===== config.mk =====
export PLATFORM = sky130hd
export DESIGN_NAME = decim2_cascade_ctrl_flat
export DESIGN_NICKNAME = d
export VERILOG_FILES = /design/src/rtl/decim2_cascade_if.sv /design/src/rtl/decim2_cascade_ctrl.sv /design/src/flat_wrapper.sv
export SDC_FILE = /design/constraint.sdc
export NUM_CORES = 1
export LEC_CHECK = 0
export CELL_PAD_IN_SITES_DETAIL_PLACEMENT = 1
export CELL_PAD_IN_SITES_GLOBAL_PLACEMENT = 1
export CORE_UTILIZATION = 45
export CTS_CLUSTER_SIZE = 16
export DETAILED_ROUTE_END_ITERATION = 10
export GPL_TIMING_DRIVEN = 0
export MAX_ROUTING_LAYER = met4
export PLACE_DENSITY = 0.85
export SLEW_MARGIN = 20
export SYNTH_ARGS = -nofsm -noshare
export SYNTH_HDL_FRONTEND = slang
export SYNTH_SLANG_ARGS = --single-unit

===== constraint.sdc =====
create_clock -name clk -period 5.6 [get_ports clk]
set_input_delay 1.12 -clock clk [delete_from_list [all_inputs] [get_ports clk]]
set_output_delay 1.12 -clock clk [all_outputs]
set_load 0.02 [all_outputs]

===== src/rtl/decim2_cascade_if.sv =====
// Sample handshake, control and status bundle for decim2_cascade_ctrl.
// The master drives samples and control; the slave is the decimator.
`timescale 1ns/1ps
interface decim2_cascade_if #(
  parameter int DATA_W = 16
);
  logic                     ce;
  logic                     clr;
  logic                     in_valid;
  logic                     in_ready;
  logic signed [DATA_W-1:0] data_in;
  logic                     out_valid;
  logic signed [DATA_W-1:0] data_out;
  logic                     busy;

  modport master (
    output ce, clr, in_valid, data_in,
    input  in_ready, out_valid, data_out, busy
  );

  modport slave (
    input  ce, clr, in_valid, data_in,
    output in_ready, out_valid, data_out, busy
  );
endinterface


===== src/rtl/decim2_cascade_ctrl.sv =====
// Cascade of STAGES decimate-by-2 pairwise averagers sharing one adder,
// time-multiplexed one stage per clock.
//
// state | meaning
// IDLE  | waiting for a sample; an accepted sample is applied to stage 0
// BUSY  | carrying an average up the cascade, stage idx this clock
`timescale 1ns/1ps
module decim2_cascade_ctrl #(
  parameter int DATA_W = 16,
  parameter int STAGES = 3
) (
  input  logic            clk,
  input  logic            rst_n,
  decim2_cascade_if.slave bus
);

  localparam int IDX_W = (STAGES > 1) ? $clog2(STAGES) : 1;

  typedef enum logic {IDLE, BUSY} state_t;

  state_t                   state_q, state_d;
  logic signed [DATA_W-1:0] prev_q [STAGES];
  logic [STAGES-1:0]        phase_q;
  logic signed [DATA_W-1:0] work_q;
  logic [IDX_W-1:0]         idx_q;
  logic signed [DATA_W-1:0] data_out_q;
  logic                     out_valid_q;

  logic [IDX_W-1:0]         stage;
  logic signed [DATA_W-1:0] x;
  logic signed [DATA_W:0]   sum;
  logic signed [DATA_W-1:0] avg;
  logic                     fire;
  logic                     pairs;
  logic                     last;
  logic                     flush;

  always_comb begin
    stage        = '0;
    x            = bus.data_in;
    state_d      = state_q;
    bus.in_ready = 1'b0;
    bus.busy     = 1'b0;
    flush        = bus.ce & bus.clr;

    if (state_q == BUSY) begin
      stage    = idx_q;
      x        = work_q;
      bus.busy = 1'b1;
    end else begin
      bus.in_ready = bus.ce & ~bus.clr;
    end

    fire  = bus.ce & ~bus.clr & ((state_q == BUSY) | bus.in_valid);
    pairs = phase_q[stage];
    last  = (stage == IDX_W'(STAGES - 1));
    // Sign-extended sum cannot overflow; dropping the LSB is floor(sum/2).
    sum   = {x[DATA_W-1], x} + {prev_q[stage][DATA_W-1], prev_q[stage]};
    avg   = sum[DATA_W:1];

    if (flush) begin
      state_d = IDLE;
    end else if (fire) begin
      state_d = (pairs && !last) ? BUSY : IDLE;
    end
  end

  always_ff @(posedge clk or negedge rst_n) begin
    if (!rst_n) begin
      state_q <= IDLE;
    end else begin
      state_q <= state_d;
    end
  end

  always_ff @(posedge clk or negedge rst_n) begin
    if (!rst_n) begin
      for (int i = 0; i < STAGES; i++) prev_q[i] <= '0;
      phase_q     <= '0;
      work_q      <= '0;
      idx_q       <= '0;
      data_out_q  <= '0;
      out_valid_q <= 1'b0;
    end else begin
      // The pulse drops on every edge, even with ce low.
      out_valid_q <= 1'b0;
      if (flush) begin
        for (int i = 0; i < STAGES; i++) prev_q[i] <= '0;
        phase_q <= '0;
      end else if (fire) begin
        if (!pairs) begin
          prev_q[stage]  <= x;
          phase_q[stage] <= 1'b1;
        end else begin
          phase_q[stage] <= 1'b0;
          if (last) begin
            data_out_q  <= avg;
            out_valid_q <= 1'b1;
          end else begin
            work_q <= avg;
            idx_q  <= stage + 1'b1;
          end
        end
      end
    end
  end

  assign bus.data_out  = data_out_q;
  assign bus.out_valid = out_valid_q;

endmodule


===== src/flat_wrapper.sv =====
// flat-port wrapper written by rule: the top's interface ports become plain ports
module decim2_cascade_ctrl_flat 
#(
  parameter int DATA_W = 16,
  parameter int STAGES = 3
)
  (clk, rst_n, bus_ce, bus_clr, bus_in_valid, bus_data_in, bus_in_ready, bus_out_valid, bus_data_out, bus_busy);
  decim2_cascade_if #(.DATA_W(DATA_W)) bus_i ();
  input  logic clk;
  input  logic rst_n;
  input wire logic [$bits(bus_i.ce)-1:0] bus_ce;
  input wire logic [$bits(bus_i.clr)-1:0] bus_clr;
  input wire logic [$bits(bus_i.in_valid)-1:0] bus_in_valid;
  input wire logic [$bits(bus_i.data_in)-1:0] bus_data_in;
  output wire logic [$bits(bus_i.in_ready)-1:0] bus_in_ready;
  output wire logic [$bits(bus_i.out_valid)-1:0] bus_out_valid;
  output wire logic [$bits(bus_i.data_out)-1:0] bus_data_out;
  output wire logic [$bits(bus_i.busy)-1:0] bus_busy;
  assign bus_i.ce = bus_ce;
  assign bus_i.clr = bus_clr;
  assign bus_i.in_valid = bus_in_valid;
  assign bus_i.data_in = bus_data_in;
  assign bus_in_ready = bus_i.in_ready;
  assign bus_out_valid = bus_i.out_valid;
  assign bus_data_out = bus_i.data_out;
  assign bus_busy = bus_i.busy;
  decim2_cascade_ctrl #(.DATA_W(DATA_W), .STAGES(STAGES)) u_core (.clk(clk), .rst_n(rst_n), .bus(bus_i));
endmodule

==> impl_metrics.csv <==
group,metric,value,unit
timing,drv_slew,0,
timing,relSlewSlack,46.3,%
logic_synthesis,synth.cell_area,0.00476,sq mm
setup_path,cp_max_fo,4,
setup_path,setup.worst_path.start,"bus_data_in[1]",
logic_synthesis,ys.flop_type,"dfrtp_1",
die,start_util,46.3,%
clock_network,cts_tree,"done",
timing,fmaxAchievable,252,MHz
logic_synthesis,ys_seq_area_share,45.8,%
routing,vias,4246,
power_and_ir_drop,ir_worst_vdd,0.110,mV
logic_synthesis,synth_enable_flop_cells,0,
routing,drcViolationCount,0,
timing,grt_setup_unrepaired,"no",
outcome,status,"completed",
grt,antenna_found_initial,0,
worst_hold_path,hold_start,"u_core.work_q[5]",
timing,skew,0.0118,ns
clock_network,cts_sinks,87,
worst_hold_path,worstHoldEndpoint,"u_core.work_q[5]",
clock_network,clock-root-buffer,"clkbuf_8",
logic_synthesis,ys_ff_latch,87,
die,dieArea,0.0110,sq mm
setup_path,cp-end-kind,"flop",
routing,dr.pass1.iters,5,
timing,worstMarginPinSlew,0.806,ns
finish,antenna_cells,0,
setup_path,criticalPathCategory,"primary input to flop",
timing,hold_violations,0,
clock_network,cts.clk_slew.worst_paths,0.09,ns
setup_path,crit_arrival,4.22,ns
routing,vias_per_cell,5.96,
clock_network,cts-hold-fix-buffers,0,
clock_network,htreeDepth,3,
finish,fin_nets,609,
logic_synthesis,syn_nets,558,
routing,routed_wl,14.8,mm
placement,port-buffer-count,39,
setup_path,cp.required,5.85,ns
flow_run,maxCapViolCount,0,
finish,fillers,1202,
logic_synthesis,synth_warnings,0,
placement,place.gp.congestion,0.902,
finish,final_common_cell,"dfrtp_1",
die,core_area,0.0103,sq mm
grt,grt_pass1_wl,24.6,mm
setup_path,reg2regPathDepth,13,
power_and_ir_drop,leakage,2.41,nW
power_and_ir_drop,p_per_area,287,mW/mm^2
setup_path,reg2reg_to,"u_core.work_q[11]",
logic_synthesis,async_flop_share,100,%
clock_network,cts_setup_buffers,0,
clock_network,cts_resized,0,
clock_network,worstSkewPairLatency,0.37,ns
routing,antenna_left,0,
clock_network,cts_made_buffers,9,
worst_hold_path,worstHoldPathCells,2,
die,die_h,105,um
power_and_ir_drop,total_power,0.00158,W
setup_path,crit_path_start_kind,"primary input",
timing,period_share,70.8,%
worst_hold_path,hold_class,"flop to flop",
grt,grt_usage,29.6,%
die,rows,37,
timing,tns,0,ns
routing,wl_per_cell,20.7,um
placement,place_hpwl,11.0,mm
setup_path,reg2reg_slack,1.64,ns
logic_synthesis,postSynthCellCount,521,
timing,setup_violations,0,
die,io_pins,40,
clock_network,cts_buffer_depth,2,
grt,grt_start_max_net_pins,52,
logic_synthesis,syn_avg_cell_area,9.13,sq um
routing,first_iter_violations,201,
finish,final_cell_mix,"dfrtp_1 (87), o21ai_0 (82), nand2_1 (66)",
grt,grt_remaining_overflow,0,
finish,area_delta_synth_final,15.5,%
grt,grt_pass1_vias,4615,
timing,fin_crit,3.97,ns
setup_path,r2r-start,"u_core.idx_q[1]",
die,die_w,105,um
finish,drive_gt1_share,7.45,%
logic_synthesis,synth_cell_type_count,60,
synthesized netlist by cell type, drive strengths merged, types with 7 or more instances:
cell | number | area, sq um
nand3 | 59 | 295
nor2 | 22 | 82.6
a21o | 9 | 67.6
dfrtp | 87 | 2180
clkbuf | 25 | 93.8
a21oi | 15 | 82.6
nand2 | 66 | 248
a22oi | 15 | 113
ha | 15 | 188
mux2 | 7 | 78.8
buf | 9 | 58.8
o21ai | 84 | 432
inv | 19 | 71.3
mux2i | 19 | 194
area by class of cell:
class | count | area, sq um | area share (%)
timing repair buffer | 40 | 408 | 7.42
tap | 136 | 170 | 3.10
buffer | 34 | 153 | 2.78
inverter | 19 | 71.3 | 1.30
clock inverter | 3 | 20.0 | 0.364
clock buffer | 13 | 139 | 2.53
multi-input combinational | 381 | 2360 | 42.9
sequential | 87 | 2180 | 39.6
cell families after synthesis:
kind of cell / synth area share [%]
buf+inv: 4.71
flops: 45.8
mux: 5.73
xor+xnor: 1.47
fa+ha+maj: 4.36
compound gates: 21.1
simple gates: 16.9
worst max-delay path: stages:
cell and delay [ns]:
clkdlybuf4s50_1 0.39, mux2i_1 0.45, inv_1 0.18, fa_1 0.48
a21o_1 0.20, a21oi_1 0.29, o21ai_1 0.20, a221o_1 0.43
xor2_1 0.18, mux2_2 0.29
sequential cells by signal (all words and copies together) (netlist names):
| signal | flops |
|---|---|
| u_core.bus.data_out | 16 |
| u_core.idx_q | 2 |
| u_core.bus.out_valid | 1 |
| u_core.prev_q | 48 |
| u_core.work_q | 16 |
| u_core.phase_q | 3 |
| u_core.state_q | 1 |
how the worst max path moves through the flow:
stage / to / depth (start not counted)
floorplan: u_core.bus.data_out[11] / 9
global placement: u_core.bus.data_out[3] / 1
detailed placement: u_core.bus.data_out[11] / 10
CTS: u_core.work_q[11] / 10
global route: u_core.bus.data_out[11] / 13
finish: u_core.work_q[11] / 10
per-layer routing:
layer / share of wire [%] / global-route usage [%] / wire, um
met1: 44 / 37.1 / 6440
met2: 50 / 48.5 / 7430
met3: 4.5 / 5.05 / 661
met4: 1.5 / 10.8 / 221
met5: 0 / - / 0
power breakdown:
group / switching (W) / internal (W)
logic: 0.000272 / 0.000156
registers: 0.0000480 / 0.000705
clock network: 0.000232 / 0.000162
through the flow:
stage | utilization, % | std cells | setup slack [ns] | cell area [sq um] | hold slack [ns]
6_report | 53.5 | 713 | 1.63 | 5500 | 0.484
5_1_grt | 53.5 | 713 | 1.41 | 5500 | 0.522
4_1_cts | 53.5 | 713 | 1.66 | 5500 | 0.484
3_5_place_dp | 51.9 | 697 | 1.31 | 5340 | 0.462
3_3_place_gp | 51.8 | 696 | 0.307 | 5320 | 0.459
2_1_floorplan | - | 521 | 2.27 | 4760 | 0.446
No activity file was read; power rests on OpenSTA's default activity.
